`src/rtl/div_pkg.sv`:
```
// Shared definitions for the sequential divider and its restoring step.
package div_pkg;

    localparam int DIV_WIDTH = 16;

    // ALU opcode that the execute stage routes to the sequential divider.
    localparam logic [2:0] DIV_OP = 3'b101;

    typedef enum logic [1:0] {
        IDLE,
        INT,
        FRAC,
        DONE
    } div_state_t;

endpackage

```
`src/rtl/div_step.sv`:
```
// One combinational restoring-division step: shift a bit into the partial
// remainder and subtract the divisor if it fits.
module div_step
    import div_pkg::*;
#(
    parameter int WIDTH = DIV_WIDTH
) (
    input  logic [WIDTH-1:0] rem,
    input  logic             in_bit,
    input  logic [WIDTH-1:0] divisor,
    output logic [WIDTH-1:0] next_rem,
    output logic             q_bit
);

    logic [WIDTH:0]   shifted;
    logic [WIDTH-1:0] diff;

    // Extra top bit keeps the shifted remainder from wrapping when the
    // divisor uses the MSB; the difference always fits WIDTH bits.
    always_comb begin
        shifted  = {rem, in_bit};
        diff     = shifted[WIDTH-1:0] - divisor;
        q_bit    = (shifted >= {1'b0, divisor});
        next_rem = q_bit ? diff : shifted[WIDTH-1:0];
    end

endmodule

```
`src/rtl/seq_divider.sv`:
```
// Multi-cycle unsigned divider: integer quotient/remainder, optionally
// followed by a 0.WIDTH fixed-point fraction of remainder/divisor.
//
//  state | meaning
//  IDLE  | waiting for Start; results held
//  INT   | WIDTH integer quotient iterations
//  FRAC  | WIDTH fraction iterations (Frac=1 only)
//  DONE  | one-cycle Done pulse; results valid
module seq_divider
    import div_pkg::*;
#(
    parameter int WIDTH = DIV_WIDTH,
    parameter int CNT_W = $clog2(WIDTH) + 1
) (
    input  logic             Clk,
    input  logic             Reset_n,
    input  logic             Start,
    input  logic             Frac,
    input  logic [WIDTH-1:0] InputA,
    input  logic [WIDTH-1:0] InputB,
    output logic [WIDTH-1:0] Out1,
    output logic [WIDTH-1:0] Out2,
    output logic             Busy,
    output logic             Done,
    output logic             DivZero,
    output logic             Zero
);

    div_state_t       state, next_state;
    logic [WIDTH-1:0] dividend, divisor, rem, quot, frac_bits;
    logic [CNT_W-1:0] cnt;
    logic             frac_mode;
    logic             last_iter;
    logic             step_in;
    logic [WIDTH-1:0] step_rem;
    logic             step_q;

    assign last_iter = (cnt == CNT_W'(WIDTH - 1));
    assign step_in   = (state == INT) ? dividend[WIDTH-1] : 1'b0;
    assign Zero      = (Out1 == '0);

    div_step #(.WIDTH(WIDTH)) u_step (
        .rem      (rem),
        .in_bit   (step_in),
        .divisor  (divisor),
        .next_rem (step_rem),
        .q_bit    (step_q)
    );

    // State register.
    always_ff @(posedge Clk) begin
        if (!Reset_n) state <= IDLE;
        else          state <= next_state;
    end

    // Next-state decode and status outputs.
    always_comb begin
        next_state = state;
        Busy       = 1'b0;
        Done       = 1'b0;
        case (state)
            IDLE: if (Start) next_state = (InputB == '0) ? DONE : INT;
            INT: begin
                Busy = 1'b1;
                if (last_iter) next_state = frac_mode ? FRAC : DONE;
            end
            FRAC: begin
                Busy = 1'b1;
                if (last_iter) next_state = DONE;
            end
            DONE: begin
                Done       = 1'b1;
                next_state = IDLE;
            end
            default: next_state = IDLE;
        endcase
    end

    // Operand capture, iteration datapath and result registers.
    always_ff @(posedge Clk) begin
        if (!Reset_n) begin
            dividend  <= '0;
            divisor   <= '0;
            rem       <= '0;
            quot      <= '0;
            frac_bits <= '0;
            cnt       <= '0;
            frac_mode <= 1'b0;
            Out1      <= '0;
            Out2      <= '0;
            DivZero   <= 1'b0;
        end else begin
            case (state)
                IDLE: if (Start) begin
                    DivZero <= (InputB == '0);
                    if (InputB == '0) begin
                        Out1 <= '1;
                        Out2 <= Frac ? '0 : InputA;
                    end else begin
                        dividend  <= InputA;
                        divisor   <= InputB;
                        frac_mode <= Frac;
                        rem       <= '0;
                        quot      <= '0;
                        frac_bits <= '0;
                        cnt       <= '0;
                    end
                end
                INT: begin
                    rem      <= step_rem;
                    quot     <= {quot[WIDTH-2:0], step_q};
                    dividend <= dividend << 1;
                    cnt      <= last_iter ? '0 : cnt + CNT_W'(1);
                    if (last_iter && !frac_mode) begin
                        Out1 <= {quot[WIDTH-2:0], step_q};
                        Out2 <= step_rem;
                    end
                end
                FRAC: begin
                    rem       <= step_rem;
                    frac_bits <= {frac_bits[WIDTH-2:0], step_q};
                    cnt       <= last_iter ? '0 : cnt + CNT_W'(1);
                    if (last_iter) begin
                        Out1 <= quot;
                        Out2 <= {frac_bits[WIDTH-2:0], step_q};
                    end
                end
                default: ;
            endcase
        end
    end

endmodule
```
`config.mk`:
```
export PLATFORM = sky130hd
export DESIGN_NAME = seq_divider
export DESIGN_NICKNAME = d
export VERILOG_FILES = /design/src/rtl/div_pkg.sv /design/src/rtl/div_step.sv /design/src/rtl/seq_divider.sv
export SDC_FILE = /design/constraint.sdc
export NUM_CORES = 1
export LEC_CHECK = 0
export CAP_MARGIN = 20
export CORE_UTILIZATION = 55
export DETAILED_ROUTE_END_ITERATION = 16
export PLACE_DENSITY = 0.76
export SLEW_MARGIN = 20
export SYNTH_ARGS = -nofsm -noshare
export SYNTH_HDL_FRONTEND = slang
export SYNTH_SLANG_ARGS = --single-unit
export TNS_END_PERCENT = 30
```
`constraint.sdc`:
```
create_clock -name Clk -period 8.2 [get_ports Clk]
set_input_delay 1.64 -clock Clk [delete_from_list [all_inputs] [get_ports Clk]]
set_output_delay 1.64 -clock Clk [all_outputs]
set_load 0.005 [all_outputs]
```
Word level (Yosys, flattened, before mapping)
Index checks and enable logic that the tools add are counted.
{ "classes": {"n_bitwise": 1, "n_reduce_logical": 17, "n_eq_ne": 10, "n_lt_le_gt_ge": 1, "n_mux": 33, "n_addsub": 2} }
{ "op_table": {"columns": ["operator", "n"], "rows": [
  ["16-bit 2-to-1 mux", 14],
  ["16-bit case mux with 2 select lines", 3],
  ["16-bit case mux with 3 select lines", 2],
  ["16-bit logical NOT", 2],
  ["15-bit case mux with 2 select lines", 1],
  ["17-bit by 16-bit greater-or-equal comparator with 1-bit output", 1],
  ["16-bit subtractor", 1],
  ["5-bit 2-to-1 mux", 3],
  ["3-bit AND reduction", 5],
  ["2-bit != test, second input constant", 5],
  ["5-bit case mux with 2 select lines", 1],
  ["2-bit 2-to-1 mux", 4],
  ["2-bit case mux with 4 select lines", 1],
  ["2-bit nonzero test", 3],
  ["5-bit by 1-bit adder with 5-bit output, second input constant", 1],
  ["5-bit by 4-bit == test with 1-bit output, second input constant", 1],
  ["5-bit AND reduction", 1],
  ["2-bit == test, second input constant", 2],
  ["1-bit 2-to-1 mux", 4],
  ["3-bit nonzero test", 1],
  ["2-bit by 1-bit == test with 1-bit output, second input constant", 1],
  ["2-bit logical NOT", 1],
  ["2-bit by 1-bit != test with 1-bit output, second input constant", 1],
  ["2-bit AND reduction", 1],
  ["4 further kinds", 4]
]} }
{ "totals": {"inputBits": 36, "wordCells": 75, "output_inout_bits": 36, "ff_bits": 120} }

Depth between registers and ports, before layout
{ "depth": {"depth_word": 6, "ltp_mapped": 13, "ltp_nobuf": 12} }

Modules after synthesis
From an unflattened synthesis, not the netlist that was laid out.
{ "unflattened": {"hier_cells": 740, "area_unflattened_um2": 6342.3} }
{ "by_module_without_submodules": {"columns": ["module", "cells_each", "area_per_inst_um2", "n_inst", "seq_area_each_um2"], "rows": [
  ["seq_divider", 582, 5183.7, 1, 2402.3],
  ["div_step", 158, 1158.6, 1, 0.0]
]} }

Worst setup path before layout
OpenSTA, ideal clock, no wires.
{ "synth_path": {"path_type": "in2reg", "start": "input port InputB[11]", "end": "register Out2[12]", "required_ps": 8076, "slack_ps": 4898, "t_arrival_ps": 3178, "path_buffers": 1, "setup_time_ps": 124, "stages": 8, "cell_sequence": "nor4_1 -> nand4_1 -> a221o_1 -> nor2_2 -> buf_4 -> nand2_1 -> a222oi_1 -> nor2_1"} }
{ "synth_between": {"elab_chain_len": 3} }
{ "synth_lines": {"columns": ["element", "line", "source"], "rows": [
  ["from (decl)", "seq_divider.sv:20", "input logic [WIDTH-1:0] InputB,"],
  ["16-bit logical NOT", "seq_divider.sv:96", "if (InputB == '0) begin"],
  ["2-bit != test (no source line)", null, null],
  ["5-bit AND reduction (no source line)", null, null],
  ["to (signal assigned)", "seq_divider.sv:98", "Out2 <= Frac ? '0 : InputA;"],
  ["to (signal assigned)", "seq_divider.sv:116", "Out2 <= step_rem;"],
  ["to (signal assigned)", "seq_divider.sv:125", "Out2 <= {frac_bits[WIDTH-2:0], step_q};"],
  ["to (decl)", "seq_divider.sv:22", "output logic [WIDTH-1:0] Out2,"]
]} }
No other way between the ends.
A chain may end at the register's enable or synchronous reset.

Worst setup path in the final report
{ "layout_path": {"start": "input port InputB[3]", "end": "register rem[8]"} }
{ "layout_between": {"elab_chain_len": 3} }
{ "layout_lines": {"columns": ["element", "line", "source"], "rows": [
  ["16-bit logical NOT", "seq_divider.sv:96", null],
  ["2-bit != test (no source line)", null, null],
  ["3-bit AND reduction (no source line)", null, null],
  ["to (signal assigned)", "seq_divider.sv:110", "rem <= step_rem;"],
  ["to (signal assigned)", "seq_divider.sv:120", "rem <= step_rem;"],
  ["to (decl)", "seq_divider.sv:30", "logic [WIDTH-1:0] dividend, divisor, rem, quot, frac_bits;"]
]} }
No other way between the ends.

==> results.toml <==
[status]
status = "completed"

[sta]
worst_pin_slew_ns = 1.12
hold_viol = 0
clock.fmax_ghz = 0.203
finClkSkew_ns = 0.00961
tns_ns = 0
finalMaxSlewViolations = 0
rsz0062_at_grt = "false"
fin_crit_ns = 4.93
slew_headroom_pct = 25.6
setup_viol = 0
fin_crit_sh_pct = 60.1

[place]
port_buffers = 71
placed_area_sq_um = 6880
gp_congestion = 0.861
place_inst = 920
hpwl_mm = 11.6

[route]
drtIter0Drc = 491
num_vias = 5826
drt_first_pass_iters = 6
wire_per_inst_um = 17.5
viasPerCell = 6.13
drc = 0
wl_mm = 16.7
drtAntennaViolNets = 0

[global_route]
antenna_found_initial = 0
grt_pass1_vias = 5263
grt_util_all_layers_pct = 30.3
grt-ovfl-total = 0
grt_max_degree = 85
grt_pass1_wl_mm = 26.8

[clock_network]
clk_latency_ns = 0.53
cts_setup_buffers = 0
cts_root_buf = "clkbuf_8"
cts-hold-fix-buffers = 0
htreeDepth = 4
cts.sinks = 120
cts_made_buffers = 17
clockBufferDepth = 2
cts_tree = "built"
cts.clk_slew.worst_paths_ns = 0.06
cts_resized = 0

[synthesis]
synth_nets = 809
syn_avg_cell_area_sq_um = 8.18
synth-seq-cells = 120
synth_warnings = 0
netlist_area_sq_um = 6130
synth_xor_area_share_pct = 0.999
synth-seq-area-share_pct = 39.2
synth_compound_gate_area_share_pct = 26.5
synth.distinct_cells = 64
synth_top_family_by_area = "compound AO/OA/AOI/OAI gates"
synth_top_cells_by_area = "dfxtp_1 (39%), nand2_1 (6.3%), a21oi_1 (5.4%)"
synth_cells = 750
yosys.area_share.simple_pct = 18.9
synth_adder_area_share_pct = 4.81
synth_edf_count = 0
ys.flop_type = "dfxtp_1"
yosysMostFrequentCell = "dfxtp_1"
synthArstFlopShare_pct = 0
synth.top_cell.area_share_pct = 39.2
synth_area_leader_cell = "dfxtp_1"
synthMuxAreaShare_pct = 4.45
synthTopCellsByCount = "dfxtp_1 (120), nand2_1 (103), nor2_1 (68), a21oi_1 (66), nand3_1 (41)"

[worst_setup_path]
worstSetupStartpointType = "primary input"
critPathArrivalTime_ns = 5.41
slowest_stage = "nor4_1"
path_cells = "clkdlybuf4s50_1, nor4_1, nand4_1, nand3_1, o21ai_0, nor2_1, a221o_1"
crit_type = "primary input to flop"
reg2regPathDepth = 11
slowest_delay_ns = 0.79
crit_required_ns = 8.68
cp_max_fo = 22
end_kind = "flop"
path_depth = 7
crit_buf_inv = 1
critPathTopFamily = "simple AND/OR/NAND/NOR gates"

[power_and_ir_drop]
powerDensity_nw_per_um2 = 468
power_mw = 3.49
ir_drop_mv = 0.336
p_leak_nw = 2.67

[layout]
nFillCells = 930
antenna_cells = 0
fin_util_pct = 68.7
finalNonFillerCells = 951
drive_gt1_share_pct = 6.54
syn_to_final_growth_pct = 21.4
final_nets = 858
fin_area_sq_um = 7450

[min_path]
min_path_type = "flop to flop"
whs_path_depth = 2

[flow_run]
drv_cap = 0

[floorplanning]
rows = 38
die_h_um = 108
start_util_pct = 56.6
coreArea_sq_um = 10800
io_pins = 72
die_area_sq_um = 11600
dieWidth_um = 108
state kept, by name (all words and copies together) (netlist names):
| name | count |
|---|---|
| frac_mode | 1 |
| dividend | 16 |
| quot | 16 |
| rem | 16 |
| frac_bits | 15 |
| divisor | 16 |
| state | 2 |
| Out1 | 16 |
| cnt | 5 |
| DivZero | 1 |
| Out2 | 16 |
report_power, final:
part	leakage, nW	internal (mW)	switching [mW]
logic	1.42	0.743	1.22
clock network	0.266	0.437	0.272
registers	0.978	0.714	0.101
per-stage QoR:
step / setup slack [ns] / hold WS (ns)
finish: 3.27 / 0.453
global route: 3.06 / 0.472
CTS: 3.50 / 0.455
detailed placement: 2.95 / 0.447
global placement: 3.12 / 0.439
floorplan: 4.90 / 0.422
area by class of cell:
class,count,area (sq um),area share [%]
sequential,120,2400,32.3
inverter,30,113,1.51
clock inverter,12,128,1.71
clock buffer,19,432,5.80
multi-input combinational,551,3430,46.0
timing repair buffer,79,771,10.4
tap,140,175,2.35
kinds of logic (layout without fill, tap and decap cells):
family,after synthesis,in the layout
simple gates,257,257
compound gates,237,237
flops,120,120
buf+inv,79,140
mux,27,27
fa+ha+maj,23,23
xor+xnor,7,7
final timing paths:
kind	startpoint	endpoint	slack, ns
worst max-delay path	InputB[3]	rem[8]	3.27
worst min-delay path	divisor[7]	divisor[7]	0.45
worst max register to register	state[1]	Out2[7]	4.86
worst min register to register	divisor[7]	divisor[7]	0.45
routing by layer:
layer | track usage (%) | vias to the layer above | share of wire [%]
met5 | 0 | - | 0
met4 | 11.2 | 0 | 1.9
met3 | 7.08 | 31 | 6.4
met2 | 46.9 | 201 | 47
met1 | 41.1 | 2759 | 45
li1 | - | 2835 | -
cell usage in the layout (no fill, tap or decap), drive strengths merged, types with 9 or more instances in the layout:
| cell type | instances |
|---|---|
| a21oi | 67 |
| nand2 | 103 |
| nor4 | 9 |
| a211oi | 22 |
| clkbuf | 19 |
| clkdlybuf4s50 | 71 |
| o21ai | 34 |
| ha | 22 |
| a22oi | 30 |
| mux2i | 25 |
| nor3 | 9 |
| a311oi | 16 |
| o211ai | 13 |
| inv | 31 |
| nor2 | 69 |
| nand3 | 41 |
| dfxtp | 120 |
worst min-delay path, cell delays in order (launching register included):
cell,delay [ns]
dfxtp_1,0.31
nand2_1,0.05
a21oi_1,0.05
Note: power is estimated with default switching activity, not from simulation.
